$ cat config.mk
export PLATFORM = sky130hd
export DESIGN_NAME = add_share_arbiter
export DESIGN_NICKNAME = d
export VERILOG_FILES = /design/src/rtl/add_share_pkg.sv /design/src/rtl/add_share_arbiter_rr_arbiter.sv /design/src/rtl/add_share_arbiter.sv
export SDC_FILE = /design/constraint.sdc
export NUM_CORES = 1
export LEC_CHECK = 0
export BUFFER_PORTS_ARGS = -buffer_cell sky130_fd_sc_hd__buf_2
export CAP_MARGIN = 20
export CORE_ASPECT_RATIO = 0.5
export CORE_MARGIN = 3
export CORE_UTILIZATION = 46
export DETAILED_ROUTE_END_ITERATION = 6
export MAX_ROUTING_LAYER = met4
export PLACE_DENSITY = 0.88
export RECOVER_POWER = 100
export SYNTH_ARGS = -nofsm -noshare
export SYNTH_HDL_FRONTEND = slang
export SYNTH_SLANG_ARGS = --single-unit
$ cat constraint.sdc
create_clock -name clk -period 6.3 [get_ports clk]
set_clock_uncertainty 0.2 [all_clocks]
set_input_delay 0.315 -clock clk [delete_from_list [all_inputs] [get_ports clk]]
set_output_delay 0.315 -clock clk [all_outputs]
set_load 0.05 [all_outputs]
$ cat src/rtl/add_share_pkg.sv
// Shared definitions for the add_share_arbiter slice.
// Holds default sizing, the output-slot state encoding and the
// operand slice width used to unpack the requester operand buses.
package add_share_pkg;

  localparam int NREQ_DEF  = 4;
  localparam int WIDTH_DEF = 32;
  localparam int IDW_DEF   = 2;

  // Each requester owns one WIDTH-bit slice of the packed operand buses.
  localparam int SLICE_W = WIDTH_DEF;

  // The result register is either empty or holding a result.
  typedef enum logic {
    ST_EMPTY = 1'b0,
    ST_FULL  = 1'b1
  } slot_state_t;

endpackage

$ cat src/rtl/add_share_arbiter_rr_arbiter.sv
// Rotating-priority arbiter: searches req upward starting at ptr,
// wrapping from NREQ-1 back to 0, and returns the first set bit both
// as a one-hot grant and as an encoded index. Purely combinational so
// other shared units can reuse it with their own pointer register.
module rr_arbiter #(
  parameter int NREQ = 4,
  parameter int IDW  = 2
) (
  input  logic [NREQ-1:0] req,
  input  logic [IDW-1:0]  ptr,
  output logic [NREQ-1:0] grant,
  output logic [IDW-1:0]  idx
);

  logic [IDW:0]   pos_wide;
  logic [IDW-1:0] pos;
  logic           found;

  // Walk the candidates in priority order; the first valid one wins.
  always_comb begin
    grant    = '0;
    idx      = '0;
    found    = 1'b0;
    pos_wide = '0;
    pos      = '0;
    for (int k = 0; k < NREQ; k++) begin
      pos_wide = {1'b0, ptr} + (IDW+1)'(k);
      if (pos_wide >= (IDW+1)'(NREQ)) begin
        pos_wide = pos_wide - (IDW+1)'(NREQ);
      end
      pos = pos_wide[IDW-1:0];
      if (!found && req[pos]) begin
        found      = 1'b1;
        grant[pos] = 1'b1;
        idx        = pos;
      end
    end
  end

endmodule

$ cat src/rtl/add_share_arbiter.sv
// Shares one adder among NREQ requesters with round-robin arbitration.
// The winning a + b is captured with the winner's index in a single
// result register that drains through a valid/ready response port.
// Optional feature: define ADD_SHARE_ARBITER_CARRY_EN to add the
// registered carry-out port resp_cout.
module add_share_arbiter
  import add_share_pkg::*;
#(
  parameter int NREQ  = NREQ_DEF,
  parameter int WIDTH = SLICE_W,
  parameter int IDW   = IDW_DEF
) (
  input  logic                  clk,
  input  logic                  rst_n,
  input  logic [NREQ-1:0]       req_valid,
  output logic [NREQ-1:0]       req_ready,
  input  logic [NREQ*WIDTH-1:0] req_a,
  input  logic [NREQ*WIDTH-1:0] req_b,
  output logic                  resp_valid,
  input  logic                  resp_ready,
  output logic [IDW-1:0]        resp_id,
  output logic [WIDTH-1:0]      resp_sum
`ifdef ADD_SHARE_ARBITER_CARRY_EN
  ,
  output logic                  resp_cout
`endif
);

  slot_state_t      state;
  slot_state_t      state_next;
  logic [IDW-1:0]   rr_ptr;
  logic [IDW-1:0]   rr_ptr_next;
  logic [NREQ-1:0]  grant;
  logic [IDW-1:0]   win_idx;
  logic             can_accept;
  logic             transfer;
  logic [WIDTH-1:0] a_sel;
  logic [WIDTH-1:0] b_sel;
`ifdef ADD_SHARE_ARBITER_CARRY_EN
  logic [WIDTH:0]   sum_full;
`else
  logic [WIDTH-1:0] sum_full;
`endif

  rr_arbiter #(
    .NREQ (NREQ),
    .IDW  (IDW)
  ) u_rr_arbiter (
    .req   (req_valid),
    .ptr   (rr_ptr),
    .grant (grant),
    .idx   (win_idx)
  );

  assign resp_valid = (state == ST_FULL);

  // The slot can take a new result when empty or when it drains this cycle.
  always_comb begin
    can_accept = (state == ST_EMPTY) || resp_ready;
    req_ready  = '0;
    if (rst_n && can_accept) begin
      req_ready = grant;
    end
    transfer = |req_ready;
  end

  // Select the winner's operands and form the shared sum.
  always_comb begin
    a_sel = req_a[win_idx*WIDTH +: WIDTH];
    b_sel = req_b[win_idx*WIDTH +: WIDTH];
`ifdef ADD_SHARE_ARBITER_CARRY_EN
    sum_full = {1'b0, a_sel} + {1'b0, b_sel};
`else
    sum_full = a_sel + b_sel;
`endif
  end

  // Pointer moves to the slot just past the winner so it gets lowest priority next.
  always_comb begin
    rr_ptr_next = rr_ptr;
    if (transfer) begin
      if (win_idx == IDW'(NREQ-1)) begin
        rr_ptr_next = '0;
      end else begin
        rr_ptr_next = win_idx + 1'b1;
      end
    end
  end

  // Slot fills on a transfer and empties on a drain with no refill.
  always_comb begin
    state_next = state;
    case (state)
      ST_EMPTY: begin
        if (transfer) begin
          state_next = ST_FULL;
        end
      end
      ST_FULL: begin
        if (resp_ready && !transfer) begin
          state_next = ST_EMPTY;
        end
      end
      default: state_next = ST_EMPTY;
    endcase
  end

  // Slot state and round-robin pointer registers.
  always_ff @(posedge clk) begin
    if (!rst_n) begin
      state  <= ST_EMPTY;
      rr_ptr <= '0;
    end else begin
      state  <= state_next;
      rr_ptr <= rr_ptr_next;
    end
  end

  // Result register only loads on a transfer, so it holds through stalls and drains.
  always_ff @(posedge clk) begin
    if (!rst_n) begin
      resp_sum <= '0;
      resp_id  <= '0;
    end else if (transfer) begin
      resp_sum <= sum_full[WIDTH-1:0];
      resp_id  <= win_idx;
    end
  end

`ifdef ADD_SHARE_ARBITER_CARRY_EN
  // Carry-out travels with the sum and obeys the same load rule.
  always_ff @(posedge clk) begin
    if (!rst_n) begin
      resp_cout <= 1'b0;
    end else if (transfer) begin
      resp_cout <= sum_full[WIDTH];
    end
  end
`endif

endmodule

# Word-level counts from Yosys, hierarchy flattened
# Cells that the tools add are included.
dict set report classes {
  shifts 2
  magnitude_cmp 12
  eq_ne 1
  n_reduce_logical 15
  mux 36
  n_bitwise 4
  add_sub_neg 9
}
# op count
set ops {}
lappend ops {{$shiftx A128 B8 Y32} 2}
lappend ops {{$add A32 B32 Y32} 1}
lappend ops {{$mux W4} 5}
lappend ops {{$mux W2} 9}
lappend ops {{$mux W1} 13}
lappend ops {{$lt A2 B3 Y1 const B} 4}
lappend ops {{$or A4 B4 Y4} 3}
lappend ops {{$ge A3 B3 Y1 const B} 3}
lappend ops {{$logic_and A1 B1 Y1} 9}
lappend ops {{$bmux W1 S2} 4}
lappend ops {{$demux W1 S2} 4}
lappend ops {{$ge A2 B1 Y1 const B} 4}
lappend ops {{$sub A2 B1 Y2 const B} 4}
lappend ops {{$add A2 B2 Y3 const B} 2}
lappend ops {{$logic_not A1 Y1} 4}
lappend ops {{$reduce_or A4 Y1} 1}
lappend ops {{$add A2 B1 Y3 const B} 1}
lappend ops {{$ge A2 B3 Y1 const B} 1}
lappend ops {{$add A2 B1 Y2 const B} 1}
lappend ops {{$eq A2 B2 Y1 const B} 1}
lappend ops {{$pmux W1 S2} 1}
lappend ops {{$logic_or A1 B1 Y1} 1}
lappend ops {{$not A1 Y1} 1}
dict set report word_totals {
  register_bits 37
  wordCells 83
  out_inout_bits 39
  inputBits 263
}

# Logic depth before layout (Yosys ltp)
# Gate-level depths: netlist of run 1.
dict set report logic_depth {
  ltp_word 20
  depth_mapped 22
  depth_no_buf 19
}

# Hierarchy
# Synthesis of run 1 repeated with hierarchy kept, for this count alone.
dict set report unflattened {
  hier_cells 527
  hier_area_um2 5041.1
}
# module instances area_each_um2 cells_per_inst seq_area_each_um2
set by_module_without_submodules {}
lappend by_module_without_submodules {add_share_arbiter 1 4636.9 479 740.7}
lappend by_module_without_submodules {rr_arbiter 1 404.1 48 0.0}

# Worst setup path before layout of run 1
# Ideal clock, no wire load.
dict set report synth_path {
  path_type {reg-to-reg}
  from {register rr_ptr[0]}
  to {register resp_sum[28]}
  path_stages_with_launch 21
  slack_ns 1.009
  t_arrival_ns 5.012
  period_less_slack_ns 5.291
  setup_ns 0.079
  required_ns 6.021
  path_buffers 3
  path_cell_list {dfxtp_1 > buf_2 > inv_1 > ha_1 > mux4_2 > nand2b_1 > nand3_1 > o21ai_2 > clkbuf_1 > clkbuf_1 > nand2_1 > a31oi_1 > ha_1 > nand4_1 > nor2_1 > and3_1 > a2111oi_1 > a211oi_1 > or2_2 > a311o_1 > o211ai_1}
}
dict set report synth_between {
  elab_chain_cells 16
  word_cells_on_any_way 68
  classes_between {8 x add/sub; 12 x order compare; 2 x shift; 32 x mux; 3 x bitwise; 11 x reduce/logical}
}
# item line
set synth_rtl {}
lappend synth_rtl {{start: declaration} add_share_arbiter.sv:31} ;# logic [IDW-1:0] rr_ptr;
lappend synth_rtl {{start signal: assignment} add_share_arbiter.sv:115} ;# rr_ptr <= rr_ptr_next;
lappend synth_rtl {{parallel branches: the longest is 16 deep, another holds $add A2 B1 Y3} --}
lappend synth_rtl {{end signal: assignment} add_share_arbiter.sv:125} ;# resp_sum <= sum_full[WIDTH-1:0];
lappend synth_rtl {{end: declaration} add_share_arbiter.sv:22} ;# output logic [WIDTH-1:0] resp_sum
# Several ways; the timed one is not identified. The select of a mux whose other input is x is not followed.
# A chain may end at the register's enable or synchronous reset.

# Worst setup path after layout of run 1
dict set report layout_path {
  from {register rr_ptr[1]}
  to {register resp_sum[16]}
}
# Same word-level chain as after synthesis.

==> results of run 1 <==
## layout make-up
class,count,share of cell area [%]
diodes,1,0.0356
repair buffers,310,22.8
clock buffers,5,1.78
flip-flops and latches,37,10.5
multi-input cells,670,60.3
clock inverters,3,0.980
well taps,140,2.49
inverters,19,1.03
## stage by stage
| stage | cell area, um2 | TNS (ns) | power, mW | utilization, % | setup slack (ns) |
|---|---|---|---|---|---|
| 6_report | 7020 | 0 | 5.07 | 65.8 | 0.362 |
| 5_1_grt | 7020 | -0.0472 | 5.46 | 65.8 | -0.0472 |
| 4_1_cts | 7070 | 0 | 4.96 | 66.3 | 0.519 |
| 3_5_place_dp | 6880 | 0 | 4.58 | 64.4 | 0.577 |
| 3_3_place_gp | 6880 | 0 | 4.48 | 64.4 | 0.722 |
| 2_1_floorplan | 5260 | 0 | 3.50 | - | 1.01 |
## how the worst max path moves through the flow
stage                          from  cells past startpoint           end  slack, ns
after floorplan           rr_ptr[0]                     20  resp_sum[28]       1.01
after global placement    rr_ptr[1]                     20  resp_sum[16]       0.72
after detailed placement  rr_ptr[1]                     20  resp_sum[16]       0.58
after CTS                 rr_ptr[1]                     19  resp_sum[31]       0.52
after global routing      rr_ptr[1]                     19  resp_sum[31]      -0.05
final                     rr_ptr[1]                     20  resp_sum[16]       0.36
## power groups by stage
stage	Clock (mW)	Combinational (mW)	Sequential, mW
floorplan	0	2.83	0.662
global placement	0	4.09	0.392
detailed placement	0	4.19	0.393
CTS	0.334	4.24	0.389
global route	0.343	4.72	0.402
finish	0.336	4.34	0.395
## state kept, by name, summed over array words and instances, names as in the netlist
signal,flops
resp_id,2
resp_valid,1
resp_sum,32
rr_ptr,2
## worst max-delay path, delay by kind of cell, from the launching register on
family | cells | cell delay, ns
adder cells (fa/ha/maj) | 3 | 1.10
buffers and inverters | 3 | 0.52
AND/OR/NAND/NOR | 3 | 0.37
multiplexers | 1 | 0.59
AO/OA/AOI/OAI | 9 | 2.18
XOR/XNOR | 1 | 0.26
flip-flops | 1 | 0.52
## synth_stat cells (21+ instances only)
| cell type | count |
|---|---|
| nand2_1 | 175 |
| a31oi_1 | 70 |
| a211oi_1 | 67 |
| and2_1 | 65 |
| ha_1 | 39 |
| dfxtp_1 | 37 |
| clkbuf_1 | 35 |
| a21oi_1 | 34 |
| o21ai_0 | 27 |
| nand3_1 | 23 |
| a21boi_0 | 21 |
## repair_timing
item | CTS | global route
setup endpoints to repair | 0 | 1
gates resized for setup | 0 | 1
hold buffers | 0 | 0
## cell usage in the layout, fill, tap and decap left out, types with 3 or more instances in the layout
| cell | synthesis | final |
|---|---|---|
| buf_2 | 15 | 262 |
| nand2_1 | 175 | 175 |
| a31oi_1 | 70 | 70 |
| a211oi_1 | 67 | 67 |
| and2_1 | 65 | 63 |
| ha_1 | 39 | 39 |
| clkbuf_1 | 35 | 39 |
| dfxtp_1 | 37 | 37 |
| a21oi_1 | 34 | 33 |
| o21ai_0 | 27 | 27 |
| nand3_1 | 23 | 23 |
| a21boi_0 | 21 | 22 |
| inv_1 | 18 | 18 |
| a21o_1 | 18 | 18 |
| nor2_1 | 17 | 17 |
| xnor2_1 | 13 | 13 |
| nor3_1 | 12 | 12 |
| xor2_1 | 12 | 12 |
| or3_1 | 6 | 6 |
| and3_1 | 6 | 6 |
| buf_12 | 0 | 6 |
| o211ai_1 | 5 | 5 |
| o21a_1 | 5 | 5 |
| clkbuf_16 | 0 | 5 |
| nand2b_1 | 4 | 4 |
| o221ai_1 | 4 | 4 |
| o211a_1 | 4 | 4 |
| o31ai_1 | 4 | 4 |
| mux4_2 | 3 | 3 |
| nor2b_1 | 3 | 3 |
| nand4_1 | 3 | 3 |
| buf_4 | 0 | 3 |
## metal layers
layer	part of all wire, %	global-route usage (%)	routed length, um	vias to the layer above
li1	-	-	-	3371
met1	42	41.6	8690	3281
met2	45	47.5	9450	399
met3	11	5.32	2290	38
met4	1.7	6.41	363	0
met5	0	-	0	-
## cells by family (layout without fill, tap and decap cells)
logic type,after synthesis,count (layout)
simple gates,322,322
compound gates,276,276
buf+inv,74,337
fa+ha+maj,40,40
flops,37,37
xor+xnor,25,25
mux,7,7
other cells,0,1
==> impl_metrics.yaml, run 1 <==
status:
  status: "complete, no violations"
finish:
  drive_above_1_share_pct: 27.8
  multiInputGateArea_um2: 4240
  syn_to_final_growth_pct: 33.6
  regArea_um2: 741
  nFillCells: 951
  nNetsFinal: 1346
  fin_cells: 1185
timing:
  timing.fmax_mhz: 168
  slew_headroom_pct: 13.5
  slew_viol_final: 0
  fin_crit_sh_pct: 94.2
  finalCriticalPeriod_ns: 5.94
  final_hold_viol_count: 0
  setup_viol: 0
  max_slew.worst_pin.slew_ns: 1.30
  hold_ws_ns: 0.133
critical_path:
  start_kind: "flip-flop"
  r2r_end: "resp_sum[16]"
  cp_slowest_cell: "mux4_2"
  r2r_start: "rr_ptr[1]"
  worstPathArrival_ns: 5.85
  critPathKind: "flip-flop to flip-flop"
  cp_cell_sequence: "inv_1 > ha_1 > mux4_2 > nand2b_1 > nand3_1 > o21ai_4 > clkinv_2 > buf_12 > a211oi_1 > a31oi_1 > ha_1 > fa_1 > a21o_1 > nand4_1 > a21oi_1 > o31ai_1 > o21ai_0 > a31oi_1 > xor2_1 > o21ai_0"
  r2r_cells: 20
  cp_max_fo: 52
  max_stage_delay_ns: 0.59
  critical_path_required_ns: 6.21
  r2r_slack_ns: 0.36
  cp-end-kind: "flip-flop"
detailed_routing:
  drtIter0Drc: 833
  detail_route.drc_violations: 0
  num_vias: 7089
  dr.pass1.iters: 5
  drtAntennaViolNets: 0
  routed_wl_um: 20800
  wl_per_cell_um: 17.5
  viasPerCell: 5.98
cts:
  cts_tree: "yes"
  cts_sinks: 37
  htreeDepth: 2
  cts_buffers: 5
  clockBufferDepth: 2
  cts_root_buf: "clkbuf_16"
  clk_pin_slew_ns: 0.06
  postCtsSetupBuffers: 0
  clock_latency_ns: 0.28
yosys:
  netlist_area_um2: 5260
  yosysTopAreaCell: "dfxtp_1"
  synth.distinct_cells: 53
  syn_inst: 781
  ys_async_sr_fraction_pct: 0
  syn_nets: 1084
  synth_edf_count: 0
  yosysTopAreaCellShare_pct: 14.1
  muxShareOfSynthArea_pct: 2.09
  synth-xor-area-share_pct: 4.17
  ys_seq_area_share_pct: 14.1
  synth_adder_area_share_pct: 9.66
  ys_ff_latch: 37
  yosys_most_used_dff: "dfxtp_1"
  synth_top_family_by_area: "compound AO/OA/AOI/OAI gates"
  synth_compound_area_share_pct: 35.6
  synthTopCellsByArea: "dfxtp_1 (14%), nand2_1 (12%), a211oi_1 (9.6%)"
  synth.avg_cell_area_um2: 6.73
  synth_simple_gate_area_share_pct: 28.7
  yosysWarningCount: 0
power:
  p_sw_mw: 2.96
  p_seq_share_pct: 7.8
  p_per_area_nw_per_um2: 722
  vdd_ir_drop_max_uv: 384
  cellInternalPower_mw: 2.11
  clockPowerShare_pct: 6.6
  p_comb_share_pct: 85.6
  sw_frac_of_total_pct: 58.3
  p_leak_nw: 3.30
hold_path:
  hp-start: "resp_ready"
  hold_depth: 3
  min_to: "resp_valid"
  hp-class: "input pin to flip-flop"
floorplan:
  fp.dieW_um: 157
  floorplan.rows: 26
  die-area_um2: 12800
  initial_utilization_pct: 49.3
  boundaryPins: 302
  core_region_area_um2: 10700
  die_h_um: 81.6
place:
  dp_hpwl_um: 16600
  gp_congestion: 0.999
  dp_cells: 1176
  portBuffers: 301
flow_run:
  maxCapViolCount: 0
global_route:
  grt_antenna_before_repair: 1
  track_usage_pct: 30.4
  grt_pass1_vias: 6279
  grt-ovfl-total: 0
  grt_max_degree: 77
  grt_first_pass_wirelength_um: 30800
Power figures use the tool's default switching activity.
==> inputs of run 2 (changes only) <==
--- a/config.mk
+++ b/config.mk
@@ -5,6 +5,7 @@
 export SDC_FILE = /design/constraint.sdc
 export NUM_CORES = 1
 export LEC_CHECK = 0
+export ABC_AREA = 1
 export BUFFER_PORTS_ARGS = -buffer_cell sky130_fd_sc_hd__buf_2
 export CAP_MARGIN = 20
 export CORE_ASPECT_RATIO = 0.5
==> run 2 against run 1 <==
Effect of this change:
- the flow now finishes with violations (max-capacitance violations, max-slew violations)
- non-clock buffer count increased by 4
- worst hold slack got worse by 0.0068 ns
- critical path depth rose by 3
- largest cell class unchanged
==> impl_metrics.yaml, run 2 <==
finish:
  drive_above_1_share_pct: 24.4
  largest_reg_flops: 32
  largest_registers: "resp_sum (32), resp_id (2), rr_ptr (2)"
  nNetsFinal: 1529
  syn_to_final_growth_pct: 30.3
  regArea_um2: 741
  fin_cells: 1387
  nFillCells: 1158
  finalInstanceArea_um2: 7110
  final_cell_mix: "buf_2 (262), nor2_1 (225), o21ai_0 (137)"
  multiInputGateArea_um2: 4210
  mostFrequentLayoutCell: "buf_2"
  largest_register: "resp_sum"
yosys:
  yosysMostFrequentCell: "nor2_1"
  ys_ff_latch: 37
  synthTopCellsByArea: "nor2_1 (15%), dfxtp_1 (14%), o21ai_0 (12%)"
  yosysTopAreaCell: "nor2_1"
  synth_common_cells: "nor2_1 (225), o21ai_0 (127), nand2_1 (125), inv_1 (65), o22ai_1 (62)"
  netlist_area_um2: 5450
  syn_nets: 1258
  syn_inst: 955
  ys_async_sr_fraction_pct: 0
  yosys_most_used_dff: "dfxtp_1"
  yosysTopAreaCellShare_pct: 15.5
  synth.distinct_cells: 35
  yosysWarningCount: 0
  synth_edf_count: 0
  ys_seq_area_share_pct: 13.6
  synth.avg_cell_area_um2: 5.71
detailed_routing:
  viasPerCell: 5.59
  dr.pass1.iters: 6
  routed_wl_um: 23000
  num_vias: 7758
  drtIter0Drc: 756
  wl_per_cell_um: 16.6
  detail_route.drc_violations: 0
  drtAntennaViolNets: 0
critical_path:
  r2r_end: "resp_sum[21]"
  critPathKind: "flip-flop to flip-flop"
  cp-end-kind: "flip-flop"
  cp_max_fo: 58
  cp_slowest_cell: "inv_2"
  r2r_cells: 23
  cp_cell_sequence: "inv_1 > ha_1 > inv_1 > nand3_1 > nand2_1 > nor2_1 > nand2_1 > nand3_1 > nand2_4 > inv_2 > buf_12 > o21ai_0 > o22ai_1 > ha_1 > nand2_1 > nor2_1 > inv_1 > nor3_1 > or3b_2 > nand3_1 > nand2_1 > a21oi_1 > nor2_1"
  path_buf_inv: 5
  cp_top_family: "simple AND/OR/NAND/NOR gates"
  max_stage_delay_ns: 0.67
  start_kind: "flip-flop"
  critical_path_required_ns: 6.27
  r2r_start: "rr_ptr[1]"
  r2r_slack_ns: 0.59
  path_common_cell: "nand2_1"
  startpoint: "rr_ptr[1]"
  worstPathArrival_ns: 5.68
cts:
  postCtsSetupBuffers: 0
  cts_buffers: 5
  clk_pin_slew_ns: 0.06
  cts_sinks: 37
  cts_resized: 0
  postCtsHoldBufs: 0
  cts_root_buf: "clkbuf_16"
  clock_latency_ns: 0.28
  cts_tree: "yes"
  htreeDepth: 2
  clockBufferDepth: 2
floorplan:
  die_h_um: 83.0
  fp.dieW_um: 160
  core_region_area_um2: 11300
  boundaryPins: 302
  floorplan.rows: 27
  initial_utilization_pct: 48.3
  die-area_um2: 13300
timing:
  rsz0062_at_grt: "no"
  setup_slack_ns: 0.588
  setup_viol: 0
  timing.fmax_mhz: 175
  slew_headroom_pct: -7.98
  finalCriticalPeriod_ns: 5.71
  max_slew.worst_pin.slew_ns: 1.62
  slew_viol_final: 39
  final_hold_viol_count: 0
  fin_crit_sh_pct: 90.7
  fin_setup_tns_ns: 0
hold_path:
  hp-class: "input pin to flip-flop"
  min_to: "resp_valid"
  hold_depth: 4
  hp-start: "resp_ready"
status:
  status: "finished, violations left"
  violations: "max-capacitance violations, max-slew violations"
global_route:
  grt_pass1_vias: 7104
  grt_first_pass_wirelength_um: 36200
  track_usage_pct: 33.5
  grt_antenna_before_repair: 1
  grt-ovfl-total: 0
  grt_max_degree: 80
place:
  portBuffers: 301
  place_ws_ns: 0.902
  dp_cells: 1378
  gp_congestion: 1.03
  dp_hpwl_um: 18900
  placed_area_um2: 7020
flow_run:
  maxCapViolCount: 1
-- run 2: changes by cell type in the layout (fill, tap and decap cells not counted), sizes merged, moves of 11 or more --
cell	change
o21ai	+135
and2	-65
a21o	-11
a31oi	-68
nand2	-43
o22ai	+62
inv	+48
a21boi	-20
a211oi	-68
nor2	+211
a21oi	+20
nand3	+26
-- run 2: per-layer routing --
| metal | global-route usage [%] | wire length, um |
|---|---|---|
| met5 | - | 0 |
| met4 | 5.51 | 400 |
| met3 | 5.68 | 2170 |
| met2 | 53.7 | 10200 |
| met1 | 45.3 | 10200 |
-- run 2: logic make-up (layout without fill, tap and decap cells) --
group	after synthesis	after routing	share of synthesized area [%]
xor gates and xnor gates	27	27	4.34
other	0	1	0
AOI/OAI and AO/OA	303	303	30.3
and+or+nand+nor	431	431	33.1
adders and majority gates	40	40	9.32
DFF	37	37	13.6
buffers and inverters	117	389	9.36
-- run 2: worst reg2reg max path, cell delays in order, from the launching register on --
cell     delay (ns)
dfxtp_1        0.55
inv_1          0.24
ha_1           0.40
inv_1          0.08
nand3_1        0.09
nand2_1        0.10
nor2_1         0.30
nand2_1        0.11
nand3_1        0.18
nand2_4        0.19
inv_2          0.67
buf_12         0.28
o21ai_0        0.09
o22ai_1        0.25
ha_1           0.31
nand2_1        0.19
nor2_1         0.13
inv_1          0.07
nor3_1         0.33
or3b_2         0.51
nand3_1        0.09
nand2_1        0.05
a21oi_1        0.13
nor2_1         0.07
-- run 2: how the worst max path moves through the flow --
stage          cells past startpoint      endpoint  slack, ns
2_1_floorplan                     23  resp_sum[21]       2.21
3_5_place_dp                      23  resp_sum[21]       0.90
5_1_grt                           24  resp_sum[31]       0.19
6_report                          23  resp_sum[21]       0.59
4_1_cts                           23  resp_sum[21]       0.84
3_3_place_gp                      23  resp_sum[21]       1.06
-- run 2: cell type report --
class / count / area share (%)
tap: 159 / 2.80
timing repair buffer: 314 / 22.0
antenna: 1 / 0.0352
sequential: 37 / 10.4
multi-input combinational: 801 / 59.2
clock buffer: 5 / 1.76
clock inverter: 3 / 0.247
inverter: 67 / 3.54
-- run 2: stage by stage --
step / util, % / hold WS, ns
2_1_floorplan: - / 0.238
3_3_place_gp: 62.3 / 0.253
3_5_place_dp: 62.3 / 0.252
4_1_cts: 63.5 / 0.129
5_1_grt: 63.0 / 0.157
6_report: 63.0 / 0.126
Power of run 2 is left out: the tool's default activity adds up to more than one toggle a clock period on the data nets, which glitch-free logic cannot reach.
